### src/rtl/tank_pkg.sv
// Shared constants for the tank game blocks.
//   DIR_*        : 2-bit direction encoding used on every tank/bullet bus
//   DEF_*        : default sizes for tank count, bullet slot count, coordinate width
//   PLAYER_ID    : requester index of the player tank
package tank_pkg;

  localparam logic [1:0] DIR_UP    = 2'b00;
  localparam logic [1:0] DIR_DOWN  = 2'b01;
  localparam logic [1:0] DIR_LEFT  = 2'b10;
  localparam logic [1:0] DIR_RIGHT = 2'b11;

  localparam int DEF_POS_W  = 5;
  localparam int DEF_N_TANK = 4;
  localparam int DEF_N_SLOT = 4;

  localparam int PLAYER_ID = 0;

  // Width of an index into n things, never below 1 bit.
  function automatic int idx_w(input int n);
    return (n > 1) ? $clog2(n) : 1;
  endfunction

endpackage

### src/rtl/rr_arbiter.sv
// Combinational round-robin picker.
//   req : request vector, one bit per requester
//   ptr : index that gets first look this cycle
//   gnt : one-hot grant (all zero when nothing requests)
//   vld : a grant was made
// The pointer register lives in the parent.
module rr_arbiter #(
  parameter int N  = 4,
  parameter int PW = (N > 1) ? $clog2(N) : 1
) (
  input  logic [N-1:0]  req,
  input  logic [PW-1:0] ptr,
  output logic [N-1:0]  gnt,
  output logic          vld
);

  logic [PW-1:0] idx;

  // Walk the requesters starting at ptr, wrapping once; first hit wins.
  always_comb begin
    gnt = '0;
    vld = 1'b0;
    idx = '0;
    for (int k = 0; k < N; k++) begin
      idx = PW'((int'(ptr) + k) % N);
      if (!vld && req[idx]) begin
        gnt[idx] = 1'b1;
        vld      = 1'b1;
      end
    end
  end

endmodule

### src/rtl/bullet_slot_arbiter.sv
// Bullet slot arbiter: shares N_SLOT bullet slots among N_TANK tanks.
// One round-robin winner per cycle gets the lowest free slot; the slot is
// launched with the winner's position/direction and held until the bullet
// mover has raised and then dropped slot_busy.
//   clk, rst_n      : clock, async active-low reset
//   tick_en         : game tick, cooldown time base
//   game_en         : grant enable
//   sht_req         : level shoot request per tank
//   tank_x/y/dir    : per-tank position and facing (packed by tank index)
//   slot_busy       : per-slot occupancy from the bullet movers
//   launch          : per-slot start pulse
//   launch_x/y/dir  : per-slot start state, held until the slot relaunches
//   slot_owner      : per-slot owning tank index
//   sht_ack         : per-tank grant pulse
//   tank_live       : per-tank bullet in flight
module bullet_slot_arbiter
  import tank_pkg::*;
#(
  parameter int N_TANK   = DEF_N_TANK,
  parameter int N_SLOT   = DEF_N_SLOT,
  parameter int POS_W    = DEF_POS_W,
  parameter int COOLDOWN = 2
) (
  input  logic                    clk,
  input  logic                    rst_n,
  input  logic                    tick_en,
  input  logic                    game_en,
  input  logic [N_TANK-1:0]       sht_req,
  input  logic [N_TANK*POS_W-1:0] tank_x,
  input  logic [N_TANK*POS_W-1:0] tank_y,
  input  logic [N_TANK*2-1:0]     tank_dir,
  input  logic [N_SLOT-1:0]       slot_busy,
  output logic [N_SLOT-1:0]       launch,
  output logic [N_SLOT*POS_W-1:0] launch_x,
  output logic [N_SLOT*POS_W-1:0] launch_y,
  output logic [N_SLOT*2-1:0]     launch_dir,
  output logic [N_SLOT*2-1:0]     slot_owner,
  output logic [N_TANK-1:0]       sht_ack,
  output logic [N_TANK-1:0]       tank_live
);

  localparam int PW = idx_w(N_TANK);
  localparam int CW = (COOLDOWN > 0) ? $clog2(COOLDOWN + 1) : 1;

  logic [PW-1:0]              ptr;
  logic [N_TANK-1:0]          live;
  logic [N_TANK-1:0][CW-1:0]  cool;
  logic [N_SLOT-1:0]          alloc, seen;

  logic [N_SLOT-1:0]          free_oh, rel;
  logic [N_TANK-1:0]          elig, gnt, rel_tank;
  logic                       gnt_vld, any_free;
  logic [PW-1:0]              win;
  logic [POS_W-1:0]           win_x, win_y;
  logic [1:0]                 win_dir;

  assign tank_live = live;
  assign any_free  = ~&alloc;
  // Lowest clear bit of alloc: adding 1 ripples through the low ones.
  assign free_oh   = ~alloc & (alloc + 1'b1);
  // A slot is done once its mover has shown busy and then dropped it.
  assign rel       = alloc & seen & ~slot_busy;

  always_comb begin
    elig     = '0;
    rel_tank = '0;
    for (int i = 0; i < N_TANK; i++) begin
      elig[i] = sht_req[i] & ~live[i] & (cool[i] == '0) & game_en & any_free;
      for (int s = 0; s < N_SLOT; s++)
        if (rel[s] && slot_owner[s*2 +: 2] == 2'(i)) rel_tank[i] = 1'b1;
    end
  end

  rr_arbiter #(.N(N_TANK), .PW(PW)) u_rr (
    .req (elig),
    .ptr (ptr),
    .gnt (gnt),
    .vld (gnt_vld)
  );

  // Encode the one-hot winner and mux its launch state.
  always_comb begin
    win     = '0;
    win_x   = '0;
    win_y   = '0;
    win_dir = DIR_UP;
    for (int i = 0; i < N_TANK; i++) begin
      if (gnt[i]) begin
        win     = PW'(i);
        win_x   = tank_x[i*POS_W +: POS_W];
        win_y   = tank_y[i*POS_W +: POS_W];
        win_dir = tank_dir[i*2 +: 2];
      end
    end
  end

  always_ff @(posedge clk or negedge rst_n) begin
    if (!rst_n) begin
      ptr        <= '0;
      live       <= '0;
      cool       <= '0;
      alloc      <= '0;
      seen       <= '0;
      launch     <= '0;
      sht_ack    <= '0;
      launch_x   <= '0;
      launch_y   <= '0;
      launch_dir <= '0;
      slot_owner <= '0;
    end else begin
      launch  <= gnt_vld ? free_oh : '0;
      sht_ack <= gnt;
      if (gnt_vld)
        ptr <= (int'(win) == N_TANK - 1) ? '0 : win + 1'b1;

      for (int s = 0; s < N_SLOT; s++) begin
        if (rel[s]) begin
          alloc[s] <= 1'b0;
          seen[s]  <= 1'b0;
        end else if (alloc[s] && slot_busy[s]) begin
          seen[s] <= 1'b1;
        end
        // Grants only target free slots, so this never collides with a release.
        if (gnt_vld && free_oh[s]) begin
          alloc[s]                   <= 1'b1;
          seen[s]                    <= 1'b0;
          slot_owner[s*2 +: 2]       <= 2'(win);
          launch_x[s*POS_W +: POS_W] <= win_x;
          launch_y[s*POS_W +: POS_W] <= win_y;
          launch_dir[s*2 +: 2]       <= win_dir;
        end
      end

      for (int i = 0; i < N_TANK; i++) begin
        // A grant reloads the cooldown even on a tick.
        if (gnt[i])
          cool[i] <= CW'(COOLDOWN);
        else if (tick_en && cool[i] != '0)
          cool[i] <= cool[i] - 1'b1;

        if (gnt[i])
          live[i] <= 1'b1;
        else if (rel_tank[i])
          live[i] <= 1'b0;
      end
    end
  end

endmodule

### config.mk
export PLATFORM = sky130hd
export DESIGN_NAME = bullet_slot_arbiter
export DESIGN_NICKNAME = d
export VERILOG_FILES = /design/src/rtl/tank_pkg.sv /design/src/rtl/rr_arbiter.sv /design/src/rtl/bullet_slot_arbiter.sv
export SDC_FILE = /design/constraint.sdc
export NUM_CORES = 1
export LEC_CHECK = 0
export ABC_AREA = 1
export CORE_MARGIN = 10
export CORE_UTILIZATION = 43
export DETAILED_ROUTE_END_ITERATION = 8
export GPL_ROUTABILITY_DRIVEN = 0
export PLACE_DENSITY_LB_ADDON = 0.25
export SLEW_MARGIN = 20
export SYNTH_ARGS = -nofsm -noshare
export SYNTH_HDL_FRONTEND = slang
export SYNTH_HIERARCHICAL = 1
export SYNTH_SLANG_ARGS = --single-unit
### constraint.sdc
create_clock -name clk -period 4.4 [get_ports clk]
set_input_delay 0.44 -clock clk [delete_from_list [all_inputs] [get_ports clk]]
set_output_delay 0.44 -clock clk [all_outputs]
set_load 0.02 [all_outputs]
==> run summary <==
Setup violations remaining at the end of the flow were counted as 0. Entering global routing, the biggest net connects 58 pins. The clock passes through at most 2 buffers. The largest individual stage delay along the critical path comes from the cell sky130_fd_sc_hd__nand2_1. Based on the critical path, the design can be clocked at up to 288 MHz. The run gives 18.4% as the global-route usage over all layers.

The run gives 0 as the count of antenna diodes in the layout. The standby leakage power is 0.00315 uW, and the proportion of power drawn by flip-flops and latches is 28.3%. Number of buffers and inverters on the critical path: 2.

The initial detailed-routing violation count was 272; the actual transition at the worst max-transition pin was 0.756 ns. The pre-antenna-repair detailed-routing pass consisted of 6 iterations. The relative contribution of combinational cells to total power is 58.9%. The root buffer cell was sky130_fd_sc_hd__clkbuf_8. The area enclosed by the die boundary was 0.0149 mm^2; the number of buffers created by CTS was 9. The run gives 37 as the number of core rows. In the finished design, the share of the clock period the worst path needs comes to 79.0%.

The post-layout net count was 807; the area of all sequential standard cells was 0.00215 mm^2. The insertion delay to the later sink of the worst-skew pair was 0.35 ns; the area of the core region was 0.0102 mm^2. The tools report the net switching power of the design as 2300 uW.

The start-to-end type of the worst setup path is reg -> reg. The run finished with clean final reports. The cell family contributing the most delay on the critical path is simple AND/OR/NAND/NOR gates.

Dividing the synthesized area by the synthesized cell count gives 7.33 um^2. Of all nets on the critical path, the largest fanout is 21. The routed layout has 4,289 vias.

The total power after layout is 4570 uW, and the cell-internal power is 2270 uW. The worst path meets setup with 0.924 ns of slack. After synthesis, flip-flops and latches occupy 47.9% of the total area. The clock net in this run drives a total of 86 sinks. The endpoint class of the critical path is a flip-flop. Synthesis produced a netlist with a net count of 683.

Port buffering added 127 buffers. Yosys printed 6 warnings. For this design the ratio of total power to cell area is 754 mW/mm^2. Class of the worst hold path: in -> async.

For the hold buffer count at CTS, the log shows 0. 128 I/O pins were placed. Setup slack at placement: 0.684 ns. In this run the horizontal extent of the chip is 122 um. Wires add up to 13,500 um.

The number of hold violations in the final report is 0. The cell area that synthesis handed to floorplanning was 0.00449 mm^2. The post-cts gate resize count came out at 0.

Headroom to the max-slew limit came out at 49.4%. Walking the worst path, the cells encountered are nand3_1 > nor2_1 > nor4_1 > inv_1 > nand2_1 > nand3_1 > nand2_1 > nand3_2 > nor2_1 > nor2_1 > nand2_1 > inv_1 > o21ai_0 > nand2_1 > o21ai_0. After clock tree synthesis, the clock-pin slew on the worst setup and hold paths is 0.10 ns. For the number of remaining DRC errors, the log shows 0. For the post-route worst hold slack, the log shows 0.138 ns.

The final critical-path required period came out at 3.48 ns. The clock arrives with 0.0171 ns of skew. In the synthesized netlist, the number of instances is 613. In the final layout, the share of cells above drive strength 1 is 6.06%. The number of buffers added for setup after CTS was 0; the final-report max-slew violation count was 0.

The post-detailed-route count of antenna-violating nets came out at 0. The number of different library cells in the post-synthesis netlist is 25. The via count of the first global-routing pass was 4,421; the total global routing overflow was 0. Setup repair after global routing left no endpoint under its margin.

From synthesis to final layout, the design area changed by 34.9%. The arrival time of the worst setup path is 3.75 ns. TritonCTS built the clock tree. The H-tree level count was 3; the first-pass GRT wire length was 22,100 um.

At the worst endpoint, the required time is 4.67 ns. The average detailed-routed wire length per instance came out at 15.3 um. The flip-flop and latch count after synthesis was 86; the die height was 122 um.

The initial utilization of the core area, before any placement, comes to 43.9%. Across the run, the number of max-cap violations was 0. By area the synthesized netlist is led by sky130_fd_sc_hd__dfrtp_1 48%, sky130_fd_sc_hd__nand2_1 24%, sky130_fd_sc_hd__inv_1 4.4%.

The footprint of the multi-input gates came out at 0.00199 mm^2. The proportion of total power due to net switching was 50.4%. The most common cell type on the critical path was sky130_fd_sc_hd__nand2_1.

Adding up every negative setup slack in the final design gives 0 ns. The proportion of netlist area held by the largest area contributor was 47.9%; the worst vdd rail ir drop was 330 uV. The number of antenna violations at the first check in global routing is 0, and the stage delay of the slowest cell on the critical path is 0.51 ns.

The biggest area contributor in the post-synthesis netlist is sky130_fd_sc_hd__dfrtp_1. The run gives 937 as the filler cell count in the final layout. The wire-length estimate of the detail-placed layout is 10,400 um. Of the total power, the clock network draws 12.8%. In the routed layout, each cell is associated on average with a via count of 4.88. STA classifies the critical path startpoint as a flip-flop.
## per-layer routing
layer	vias up	global-route usage, %	wire length, um
li1	2131	-	-
met1	2010	21.6	5460
met2	126	31.1	6600
met3	22	6.15	1110
met4	0	6.26	291
met5	-	0	0
## worst paths after layout
path | depth (start not counted) | from | slack, ns | end
min in group clk | 2 | launch_x[0]$_DFFE_PN0P_ | 0.49 | launch_x[0]$_DFFE_PN0P_
worst max register to register | 15 | alloc[2]$_DFFE_PN0N_ | 0.92 | slot_owner[4]$_DFFE_PN0P_
worst min register to register | 2 | launch_x[0]$_DFFE_PN0P_ | 0.49 | launch_x[0]$_DFFE_PN0P_
max in group asynchronous | 2 | rst_n | 3.36 | launch_dir[1]$_DFFE_PN0P_
worst max-delay path | 15 | alloc[2]$_DFFE_PN0N_ | 0.92 | slot_owner[4]$_DFFE_PN0P_
worst min-delay path | 1 | rst_n | 0.14 | launch_y[2]$_DFFE_PN0P_
## registers in the layout (all words and copies together), names as in the netlist
name and cells:
tank_live 4, launch_y 20, cool 8, ptr 2
sht_ack 4, launch 4, launch_dir 8, slot_owner 8
seen 4, alloc 4, launch_x 20
## logic make-up (layout without fill, tap and decap cells)
family / count (synthesis) / in the layout / synth area share, %
buffers and inverters: 79 / 208 / 7.72
AOI/OAI and AO/OA: 51 / 51 / 5.85
and+or+nand+nor: 387 / 387 / 35.7
DFF: 86 / 86 / 47.9
adders and majority gates: 10 / 10 / 2.79
## cells in the final DEF (no fill, tap or decap)
cell                              instances
sky130_fd_sc_hd__clkinv_4                 1
sky130_fd_sc_hd__o21a_1                   1
sky130_fd_sc_hd__nand2_2                  4
sky130_fd_sc_hd__nor2_2                   2
sky130_fd_sc_hd__clkinvlp_4               1
sky130_fd_sc_hd__nor2_1                  43
sky130_fd_sc_hd__nor2_4                   2
sky130_fd_sc_hd__nand2_4                  1
sky130_fd_sc_hd__inv_1                   53
sky130_fd_sc_hd__ha_1                    10
sky130_fd_sc_hd__bufinv_16                1
sky130_fd_sc_hd__nor3_1                   3
sky130_fd_sc_hd__clkinv_8                 1
sky130_fd_sc_hd__a21oi_1                 26
sky130_fd_sc_hd__buf_4                    6
sky130_fd_sc_hd__clkdlybuf4s50_1        126
sky130_fd_sc_hd__o21ai_0                 22
sky130_fd_sc_hd__inv_2                    7
sky130_fd_sc_hd__a211oi_1                 2
sky130_fd_sc_hd__nand2_1                284
sky130_fd_sc_hd__clkbuf_8                 9
sky130_fd_sc_hd__dfrtp_1                 86
sky130_fd_sc_hd__nand3_1                 38
sky130_fd_sc_hd__nand3_2                  1
sky130_fd_sc_hd__nand3_4                  2
sky130_fd_sc_hd__nand3b_1                 1
sky130_fd_sc_hd__nor3_4                   1
sky130_fd_sc_hd__inv_6                    3
sky130_fd_sc_hd__nor4_1                   2
sky130_fd_sc_hd__or2_2                    3
## worst register-to-register path, cell delays in order, from the launching register on
cell	delay (ns)
sky130_fd_sc_hd__dfrtp_1	0.48
sky130_fd_sc_hd__nand3_1	0.20
sky130_fd_sc_hd__nor2_1	0.13
sky130_fd_sc_hd__nor4_1	0.44
sky130_fd_sc_hd__inv_1	0.13
sky130_fd_sc_hd__nand2_1	0.08
sky130_fd_sc_hd__nand3_1	0.07
sky130_fd_sc_hd__nand2_1	0.16
sky130_fd_sc_hd__nand3_2	0.13
sky130_fd_sc_hd__nor2_1	0.13
sky130_fd_sc_hd__nor2_1	0.05
sky130_fd_sc_hd__nand2_1	0.51
sky130_fd_sc_hd__inv_1	0.18
sky130_fd_sc_hd__o21ai_0	0.49
sky130_fd_sc_hd__nand2_1	0.11
sky130_fd_sc_hd__o21ai_0	0.11
## layout make-up
cell class,count,area share (%)
inverters,60,3.72
clock inverters,7,1.47
multi-input cells,448,32.9
repair buffers,132,21.6
clock buffers,9,2.04
flip-flops and latches,86,35.5
well taps,136,2.81
## synthesized netlist by cell type (all sizes together)
cell type,count
nand2,289
ha,10
o21ai,22
nand3,41
nor4,2
buf,19
nor2,47
or2,3
dfrtp,86
a21oi,26
o21a,1
a211oi,2
nand3b,1
inv,60
nor3,4
## power by group through the flow
stage	logic [uW]	clock network (uW)	registers, uW
floorplan	1570	0	1490
global placement	2640	0	1300
detailed placement	2710	0	1300
CTS	2720	598	1290
global route	3030	623	1330
finish	2690	583	1290
## stage by stage
| step | instances | util, % | area, um^2 |
|---|---|---|---|
| 6_report | 878 | 59.2 | 6060 |
| 2_1_floorplan | 613 | - | 4490 |
| 4_1_cts | 878 | 59.2 | 6060 |
| 5_1_grt | 878 | 59.2 | 6060 |
| 3_3_place_gp | 862 | 57.1 | 5850 |
| 3_5_place_dp | 862 | 57.1 | 5850 |
Note: power is estimated with default switching activity, not from simulation.
